<file path="src/rtl/stadd_pkg.sv">
`default_nettype none
// ============================================================================
// Module   : stadd_pkg
// Purpose  : Shared SMA constants and types for the store-side lane permute
//            (stadd) and its store-table register file (sttbl).
// Revision : 1.0 - initial release
// ============================================================================
package stadd_pkg;

    // Datapath geometry
    localparam int NUM_LANES  = 12;
    localparam int STSEL_W    = 4;                       // per-lane source select
    localparam int STMASK_LSB = NUM_LANES * STSEL_W;     // 48
    localparam int STTBL_W    = STMASK_LSB + NUM_LANES;  // 60

    // External (ex) bus decode
    localparam int REG_W_DEF  = 16;
    localparam int EXA_W_DEF  = 16;
    localparam int EXSEL_MSB  = 15;
    localparam int EXSEL_LSB  = 12;
    localparam logic [EXSEL_MSB-EXSEL_LSB:0] EX_STBL = 4'h3;

    // One store-table entry; mask sits above the select field so the packed
    // layout matches STMASK_LSB.
    typedef struct packed {
        logic [NUM_LANES-1:0]         mask;
        logic [STMASK_LSB-1:0]        sel;
    } sttbl_entry_t;

    // Identity routing: lane j sources lane j.
    function automatic logic [STMASK_LSB-1:0] identity_sel();
        logic [STMASK_LSB-1:0] s;
        s = '0;
        for (int j = 0; j < NUM_LANES; j++) begin
            s[j*STSEL_W +: STSEL_W] = STSEL_W'(j);
        end
        return s;
    endfunction

endpackage
`default_nettype wire

</file>
<file path="src/rtl/stadd_sttbl.sv">
`default_nettype none
// ============================================================================
// Module   : sttbl
// Purpose  : Store-table register file. ENT entries of 12 x 4-bit lane
//            selects plus a 12-bit write mask, written (and optionally read
//            back) over the ex bus, looked up combinationally by index.
// Ports    : clk, rst_n (async, active-low)
//            we/re/addr/wd/rd - ex access, addr = {entry[3:0], word[1:0]}
//            idx              - lookup index
//            sel/mask         - looked-up entry fields
// Config   : STTBL_READBACK_EN - enables the registered ex read path;
//            otherwise rd is constant 0 and re is ignored.
// Revision : 1.0 - initial release
// ============================================================================
module sttbl
    import stadd_pkg::*;
#(
    parameter int DATA_W = 16,
    parameter int ENT    = 16
) (
    input  logic                  clk,
    input  logic                  rst_n,
    input  logic                  we,
    input  logic                  re,
    input  logic [5:0]            addr,
    input  logic [DATA_W-1:0]     wd,
    output logic [DATA_W-1:0]     rd,
    input  logic [3:0]            idx,
    output logic [STMASK_LSB-1:0] sel,
    output logic [NUM_LANES-1:0]  mask
);

    sttbl_entry_t tbl [ENT];

    always_ff @(posedge clk or negedge rst_n) begin
        if (!rst_n) begin
            for (int e = 0; e < ENT; e++) begin
                tbl[e].sel  <= identity_sel();
                tbl[e].mask <= '0;
            end
        end else if (we) begin
            case (addr[1:0])
                2'd0:    tbl[addr[5:2]].sel[15:0]  <= wd[15:0];
                2'd1:    tbl[addr[5:2]].sel[31:16] <= wd[15:0];
                2'd2:    tbl[addr[5:2]].sel[47:32] <= wd[15:0];
                default: tbl[addr[5:2]].mask       <= wd[11:0];
            endcase
        end
    end

    assign sel  = tbl[idx].sel;
    assign mask = tbl[idx].mask;

`ifdef STTBL_READBACK_EN
    logic [15:0] rd_word;

    always_comb begin
        rd_word = '0;
        case (addr[1:0])
            2'd0:    rd_word = tbl[addr[5:2]].sel[15:0];
            2'd1:    rd_word = tbl[addr[5:2]].sel[31:16];
            2'd2:    rd_word = tbl[addr[5:2]].sel[47:32];
            default: rd_word = {4'b0, tbl[addr[5:2]].mask};
        endcase
    end

    // Read data is held between reads.
    always_ff @(posedge clk or negedge rst_n) begin
        if (!rst_n) begin
            rd <= '0;
        end else if (re) begin
            rd <= DATA_W'(rd_word);
        end
    end
`else
    logic unused_re;
    assign unused_re = re;
    assign rd        = '0;
`endif

endmodule
`default_nettype wire

</file>
<file path="src/rtl/stadd.sv">
`default_nettype none
// ============================================================================
// Module   : stadd
// Purpose  : Store-side lane permute and write-enable generator. Captures a
//            12-lane PE result on a store op, routes each memory lane from a
//            table-selected source lane and drives registered per-lane write
//            strobes with a ready/stall handshake to data memory.
// Ports    : clk, rst_n (async, active-low)
//            i_st_op/i_func/i_pedata - store op, table index, PE lanes
//            o_dmemout/o_dmem_we     - permuted data, per-lane write enables
//            i_dmem_ready/o_ready    - memory accept / op accept handshake
//            i_exwe/i_exre/i_exa/i_exwd/o_exrd - store-table ex access
// Config   : STTBL_READBACK_EN - enables store-table readback on o_exrd.
// Revision : 1.0 - initial release
// ============================================================================
module stadd
    import stadd_pkg::*;
#(
    parameter int DATA_W = 16,
    parameter int LANES  = 12,
    parameter int ENT    = 16,
    parameter int REG_W  = REG_W_DEF,
    parameter int EXA_W  = EXA_W_DEF
) (
    input  logic                    clk,
    input  logic                    rst_n,
    input  logic                    i_st_op,
    input  logic [REG_W-1:0]        i_func,
    input  logic [DATA_W*LANES-1:0] i_pedata,
    output logic [DATA_W*LANES-1:0] o_dmemout,
    output logic [LANES-1:0]        o_dmem_we,
    input  logic                    i_dmem_ready,
    output logic                    o_ready,
    input  logic                    i_exwe,
    input  logic                    i_exre,
    input  logic [EXA_W-1:0]        i_exa,
    input  logic [DATA_W-1:0]       i_exwd,
    output logic [DATA_W-1:0]       o_exrd
);

    logic                    ex_hit;
    logic [STMASK_LSB-1:0]   tbl_sel;
    logic [NUM_LANES-1:0]    tbl_mask;

    logic                    s1_v;
    logic [DATA_W*LANES-1:0] s1_data;
    logic [STMASK_LSB-1:0]   s1_sel;
    logic [NUM_LANES-1:0]    s1_mask;

    logic                    stall;
    logic                    accept;
    logic [DATA_W-1:0]       src [16];
    logic [DATA_W*LANES-1:0] perm_data;
    logic [LANES-1:0]        perm_we;

    logic unused_bits;
    assign unused_bits = ^{i_func, i_exa};

    assign ex_hit = (i_exa[EXSEL_MSB:EXSEL_LSB] == EX_STBL);

    sttbl #(
        .DATA_W (DATA_W),
        .ENT    (ENT)
    ) u_sttbl (
        .clk   (clk),
        .rst_n (rst_n),
        .we    (i_exwe & ex_hit),
        .re    (i_exre & ex_hit),
        .addr  (i_exa[5:0]),
        .wd    (i_exwd),
        .rd    (o_exrd),
        .idx   (i_func[3:0]),
        .sel   (tbl_sel),
        .mask  (tbl_mask)
    );

    assign stall   = (|o_dmem_we) & ~i_dmem_ready;
    assign o_ready = ~(s1_v & stall);
    assign accept  = i_st_op & o_ready;

    // Stage 1. The table entry is bound when the op is accepted, so it sees
    // the table as it stood before that edge; an ex write landing on the
    // same edge (or while the op waits) only affects later ops.
    always_ff @(posedge clk or negedge rst_n) begin
        if (!rst_n) begin
            s1_v    <= 1'b0;
            s1_data <= '0;
            s1_sel  <= '0;
            s1_mask <= '0;
        end else if (o_ready) begin
            s1_v <= accept;
            if (accept) begin
                s1_data <= i_pedata;
                s1_sel  <= tbl_sel;
                s1_mask <= tbl_mask;
            end
        end
    end

    // Crossbar. Source slots 12..15 read as zero so an out-of-range select
    // yields zero data without a separate guard on the data path.
    always_comb begin
        src       = '{default: '0};
        perm_data = '0;
        perm_we   = '0;
        for (int k = 0; k < LANES; k++) begin
            src[k] = s1_data[k*DATA_W +: DATA_W];
        end
        for (int j = 0; j < LANES; j++) begin
            perm_data[j*DATA_W +: DATA_W] = src[s1_sel[j*STSEL_W +: STSEL_W]];
            perm_we[j] = s1_mask[j] &
                         (s1_sel[j*STSEL_W +: STSEL_W] < STSEL_W'(LANES));
        end
    end

    // Stage 2: holds under stall; write enables drop when nothing new arrives
    // while data keeps its last value.
    always_ff @(posedge clk or negedge rst_n) begin
        if (!rst_n) begin
            o_dmemout <= '0;
            o_dmem_we <= '0;
        end else if (!stall) begin
            if (s1_v) begin
                o_dmemout <= perm_data;
                o_dmem_we <= perm_we;
            end else begin
                o_dmem_we <= '0;
            end
        end
    end

endmodule
`default_nettype wire

</file>
<file path="config.mk">
export PLATFORM = sky130hd
export DESIGN_NAME = stadd
export DESIGN_NICKNAME = d
export VERILOG_FILES = /design/src/rtl/stadd_pkg.sv /design/src/rtl/stadd_sttbl.sv /design/src/rtl/stadd.sv
export SDC_FILE = /design/constraint.sdc
export NUM_CORES = 2
export LEC_CHECK = 0
export CAP_MARGIN = 5
export CORE_ASPECT_RATIO = 1.75
export CORE_MARGIN = 4
export CORE_UTILIZATION = 58
export CTS_BUF_LIST = sky130_fd_sc_hd__clkbuf_2
export CTS_CLUSTER_DIAMETER = 120
export DETAILED_ROUTE_END_ITERATION = 8
export PLACE_DENSITY = 0.78
export REMOVE_ABC_BUFFERS = 1
export SYNTH_ARGS = -nofsm -noshare
export SYNTH_HDL_FRONTEND = slang
export SYNTH_SLANG_ARGS = --single-unit
export TNS_END_PERCENT = 50
</file>
<file path="constraint.sdc">
create_clock -name clk -period 3 [get_ports clk]
set_input_delay 0.6 -clock clk [delete_from_list [all_inputs] [get_ports clk]]
set_output_delay 0.6 -clock clk [all_outputs]
set_load 0.02 [all_outputs]
</file>
After elaboration in Yosys (flattened, before gate mapping). Cells that the tools add are included.

Order comparisons: 27. Eq/ne operators: 3. Mux-type cells: 53. Bitwise logic cells: 33. Reduce and logical (&&, ||, !) cells: 5.

Operators with widths (number): 960-bit bitwise mux (4); 960-bit one-hot mux with 3 select lines (1); 60-bit demux with 4-bit select (4); 16-bit binary-select mux with 4-bit select (12); 16-bit two-way mux (25); 60-bit binary-select mux with 4-bit select (1); 60-bit two-way mux (3); 5-bit >= comparator (second input constant) (14); 4-bit NOT with 5-bit output (14); 4-bit < comparator (second input constant) (12); 48-bit two-way mux (1); 32-bit two-way mux (1); 1-bit AND (16); 12-bit two-way mux (1); 12-bit OR reduction (1); 5-bit by 1-bit < comparator with 1-bit output (second input constant) (1); 4-bit by 2-bit == test with 1-bit output (second input constant) (1); 2-bit AND reduction (2); 1-bit NOT (3); 2-bit by 1-bit == test with 1-bit output (second input constant) (1); 2-bit == test (second input constant) (1); 2-bit logical NOT (1); 1-bit logical AND (1).

Register bits: 1417. Bits of input ports: 246. Output and inout bits: 221. Word-level logic and storage cells: 159.

Longest topological paths before layout.
Depth in word-level cells: 7. Depth in mapped cells: 8. Mapped depth without buffers: 4.

Modules after synthesis. A second synthesis with hierarchy kept.

Cells, all modules: 5316. Area total of the unflattened synthesis: 79179.7 µm².

Modules (own cells, without submodules): sttbl (instances 1, cells an instance 2708, area each 44011.0 µm²); stadd (instances 1, cells an instance 2608, area each 35168.7 µm²).

Worst setup path after synthesis. Ideal clock, no wire load.

Path type: in2reg. Start: in i_func[1]. End: reg s1_mask[8]. Setup time: 0.125 ns. Data arrival time: 2.285 ns. Data required time: 2.875 ns. Path slack: 0.590 ns. Stages on the path: 8. Path through: clkbuf_1 buf_2 buf_2 buf_2 mux4_2 a22oi_1 nand2_1 mux2_2.

Cells in the longest elaborated chain, start to end: 4.

RTL lines: from (decl) (RTL line stadd.sv:28) `input logic [REG_W-1:0] i_func,`; 4-bit NOT with 5-bit output (not written as such) (RTL line stadd_sttbl.sv:52) `assign mask = tbl[idx].mask;`; 60-bit binary-select mux with 4-bit select (RTL line stadd_sttbl.sv:52); 60-bit two-way mux (2 in series); to (signal assigned) (RTL line stadd.sv:95) `s1_mask <= tbl_mask;`; to (decl) (RTL line stadd.sv:48) `logic [NUM_LANES-1:0] s1_mask;`.

Every way passes these cells. The select of a mux whose other input is x is not followed. A chain may end at the register's enable or synchronous reset.

Final worst setup path.
Start: reg o_dmem_we[0]. End: out o_ready.

Cells in the longest elaborated chain, start to end: 4.

RTL lines: from (decl) (RTL line stadd.sv:31) `output logic [LANES-1:0] o_dmem_we,`; from (signal assigned) (RTL line stadd.sv:125) `o_dmem_we <= perm_we;`; 12-bit OR reduction (RTL line stadd.sv:77) `assign stall = (|o_dmem_we) & ~i_dmem_ready;`; 1-bit AND (RTL line stadd.sv:77); 1-bit AND (RTL line stadd.sv:78) `assign o_ready = ~(s1_v & stall);`; 1-bit NOT (no line); to (decl) (RTL line stadd.sv:33) `output logic o_ready,`.

Every way passes these cells.

==> metrics <==
outcome=finished with violations; failing checks=DRC, setup timing; CP Buf/Inv Count=1; clock-pin slew on the worst setup and hold paths=0.15 ns; Max-Cap Viols=0; CTS tree=done; IR drop worst, VDD=0.425 mV; via/cell ratio=7.14; Crit. End Element=output port; residual DRC count=43; vias=58700; Hold Violations, Final=0; DP Cell Count=approximately 7200; Initial Util=0.586; footprint of the multi-input gates=39000 um^2; DPL Wire Length=165 mm; I/O Pins=about 470; Cell variety after synth=47; pwr/cell area=473 nW/um^2; crit share post-route=1.23; Area Overhead vs Synth=18.6%; share of the synthesized area in the top cell type=0.351; clk_lat worst skew=1.81 ns; largest net degree at the start of global routing=137; H-tree lvl count=5; min setup slack post-route=-0.680 ns; # clock sinks=about 1400; share of flip-flops with an asynchronous set or reset=1.00; fmax=272 MHz; total power=43.8 mW; Mapped Avg Cell Area=14.6 um^2; Largest stage delay, worst path=about 0.44 ns; 1st-pass router iterations=9; first-pass GRT wire length=399 mm; area of the core=133000 um^2; warnings from Yosys=0; number of I/O port buffers=~430; largest area contributor in the netlist=dfrtp_1; Filler cells=between 8000 and 9000; cell area after synthesis=roughly 80000 um^2; gp weighted congestion=~0.97; initial antenna violation count=27; initial drt markers=8611; crit-path max FO=3; CP Launch Type=register; remaining global-route overflow=0; largest cells by area after synthesis=dfrtp_1, mux4_2, mux2_2; most numerous cell in the Yosys netlist=mux2_2; total track usage=0.381; non-filler cells, final=8215; chip height=around 490 um; #FFs+latches synth=1417; slowest CP cell=dfrtp_1; clk buf depth=4; sequential cell area=approximately 36000 um^2; Hold Path Class=primary input to register; Post-synth top flop=dfrtp_1; worst slew pin tran=1.35 ns; CP cell instances=nor4_4, a31o_4, or2_4, buf_6; CP Data Required Time=roughly 2.4 ns; die area=141000 um^2; min Tclk post-route=3.68 ns; DRT Wirelength=269 mm; cts bufs inserted=334; Layout Skew=0.245 ns; commonest cells in the netlist=mux2_2, dfrtp_1, mux4_2; leakage power=approximately 40 nW; Post-DRT Antenna Nets=0; endpoints failing setup=19; path type of the worst setup path=register to output port; root buf cell=clkbuf_2; routed length per instance=32.7 um; sequential-to-total area share from yosys stat=0.459; row cnt=about 180; NumNets Final=6419; number of synthesized flops with an enable pin=0; RSZ-0062 raised after global routing=yes; critical path arrival=3.08 ns; die outline width=between 200 and 300 um; vias in the first global route=62200; Slew HR=0.0990; post-synthesis cell count=5347; WHS=about 0.093 ns; crit-path leading delay family=simple AND/OR/NAND/NOR gates; ratio of cells with drive above 1 in the final layout=0.553; max-slew violations=0
## path summary, 6_finish.rpt
check	startpoint	to	slack [ns]	cells after the start
setup / recovery	o_dmem_we[0]$_DFFE_PN0N_	o_ready	-0.68	4
hold / removal	i_pedata[188]	s1_data[188]$_DFFE_PN0P_	0.09	3
setup reg to reg	o_dmem_we[3]$_DFFE_PN0N_	s1_data[146]$_DFFE_PN0P_	0.17	7
hold reg to reg	register	register	0.49	2
max in group asynchronous	rst_n	s1_sel[44]$_DFFE_PN0P_	1.12	6
min in group asynchronous	rst_n	async pin	0.65	5
## power by group
group	total [mW]	switching [mW]	internal, mW
registers	22.6	2.36	20.2
logic	8.65	4.21	4.44
clock network	12.6	7.97	4.65
total	43.8	14.5	29.3
## logic make-up after synthesis
| logic type | count (synthesis) | share of synthesized area |
|---|---|---|
| AOI/OAI and AO/OA | 711 | 0.0587 |
| buffers and inverters | 769 | 0.0456 |
| DFF | 1417 | 0.459 |
| muxes | 2027 | 0.412 |
| other | 1 | 0.0000480 |
| and+or+nand+nor | 422 | 0.0248 |
## routing by layer
| metal | up-vias | GRT usage | share of wire |
|---|---|---|---|
| met3 | 1791 | 0.158 | 0.13 |
| met2 | 4979 | 0.595 | 0.47 |
| li1 | 22500 | - | - |
| met5 | - | 0.00445 | 0.0012 |
| met1 | 29400 | 0.415 | 0.30 |
| met4 | 25 | 0.291 | 0.099 |
## cells in the final DEF, fill, tap and decap left out, drive strengths merged, types with 2 or more instances in the layout
| master | instances |
|---|---|
| nand2 | 322 |
| conb | 16 |
| nand4 | 13 |
| mux4 | 816 |
| nor4 | 5 |
| nor3 | 17 |
| mux2 | 1210 |
| clkbuf | 508 |
| o21ai | 14 |
| nor2b | 27 |
| dlygate4sd3 | 436 |
| and4bb | 2 |
| dlymetal6s2s | 23 |
| diode | 16 |
| clkinv | 63 |
| bufinv | 3 |
| dfstp | 320 |
| dfrtp | 1097 |
| a31oi | 192 |
| inv | 19 |
| and2 | 4 |
| clkdlybuf4s50 | 207 |
| buf | 546 |
| a22oi | 312 |
| clkdlybuf4s15 | 10 |
| a21oi | 192 |
| nand2b | 5 |
| nor2 | 21 |
## metrics by stage
step | util | cell area (um^2) | setup WS [ns] | TNS, ns
floorplan | - | 74700 | -13.07 | -4340.29
global placement | 0.638 | 85000 | -0.0415 | -0.0415
detailed placement | 0.638 | 85000 | -0.0436 | -0.312
CTS | 0.694 | 92500 | -0.782 | -18.58
global route | 0.695 | 92600 | -0.753 | -4.64
finish | 0.695 | 92600 | -0.680 | -1.32
## timing repair
item | in CTS | in global routing
setup endpoints to repair | 205 | 93
resized for setup | 967 | 65
hold buffers | 437 | 0
setup buffers | 20 | 10
pin swaps | 3 | 3
hold endpoints to repair | 2639 | 0
## area by class of cell
class                   count  share of cell area
clock inverters            71             0.00390
well taps                1790              0.0242
diodes                     16            0.000432
repair buffers           1229               0.135
clock buffers             501              0.0271
inverters                  15            0.000608
flip-flops and latches   1417               0.388
multi-input cells        3176               0.421
## worst reg2reg max path, delay by kind of cell (launching register included)
kind	cells	cell delay, ns
compound gates	2	0.54
buf+inv	3	1.20
flops	1	0.44
simple gates	1	0.07
mux	1	0.53
No activity file was read; power rests on OpenSTA's default activity.
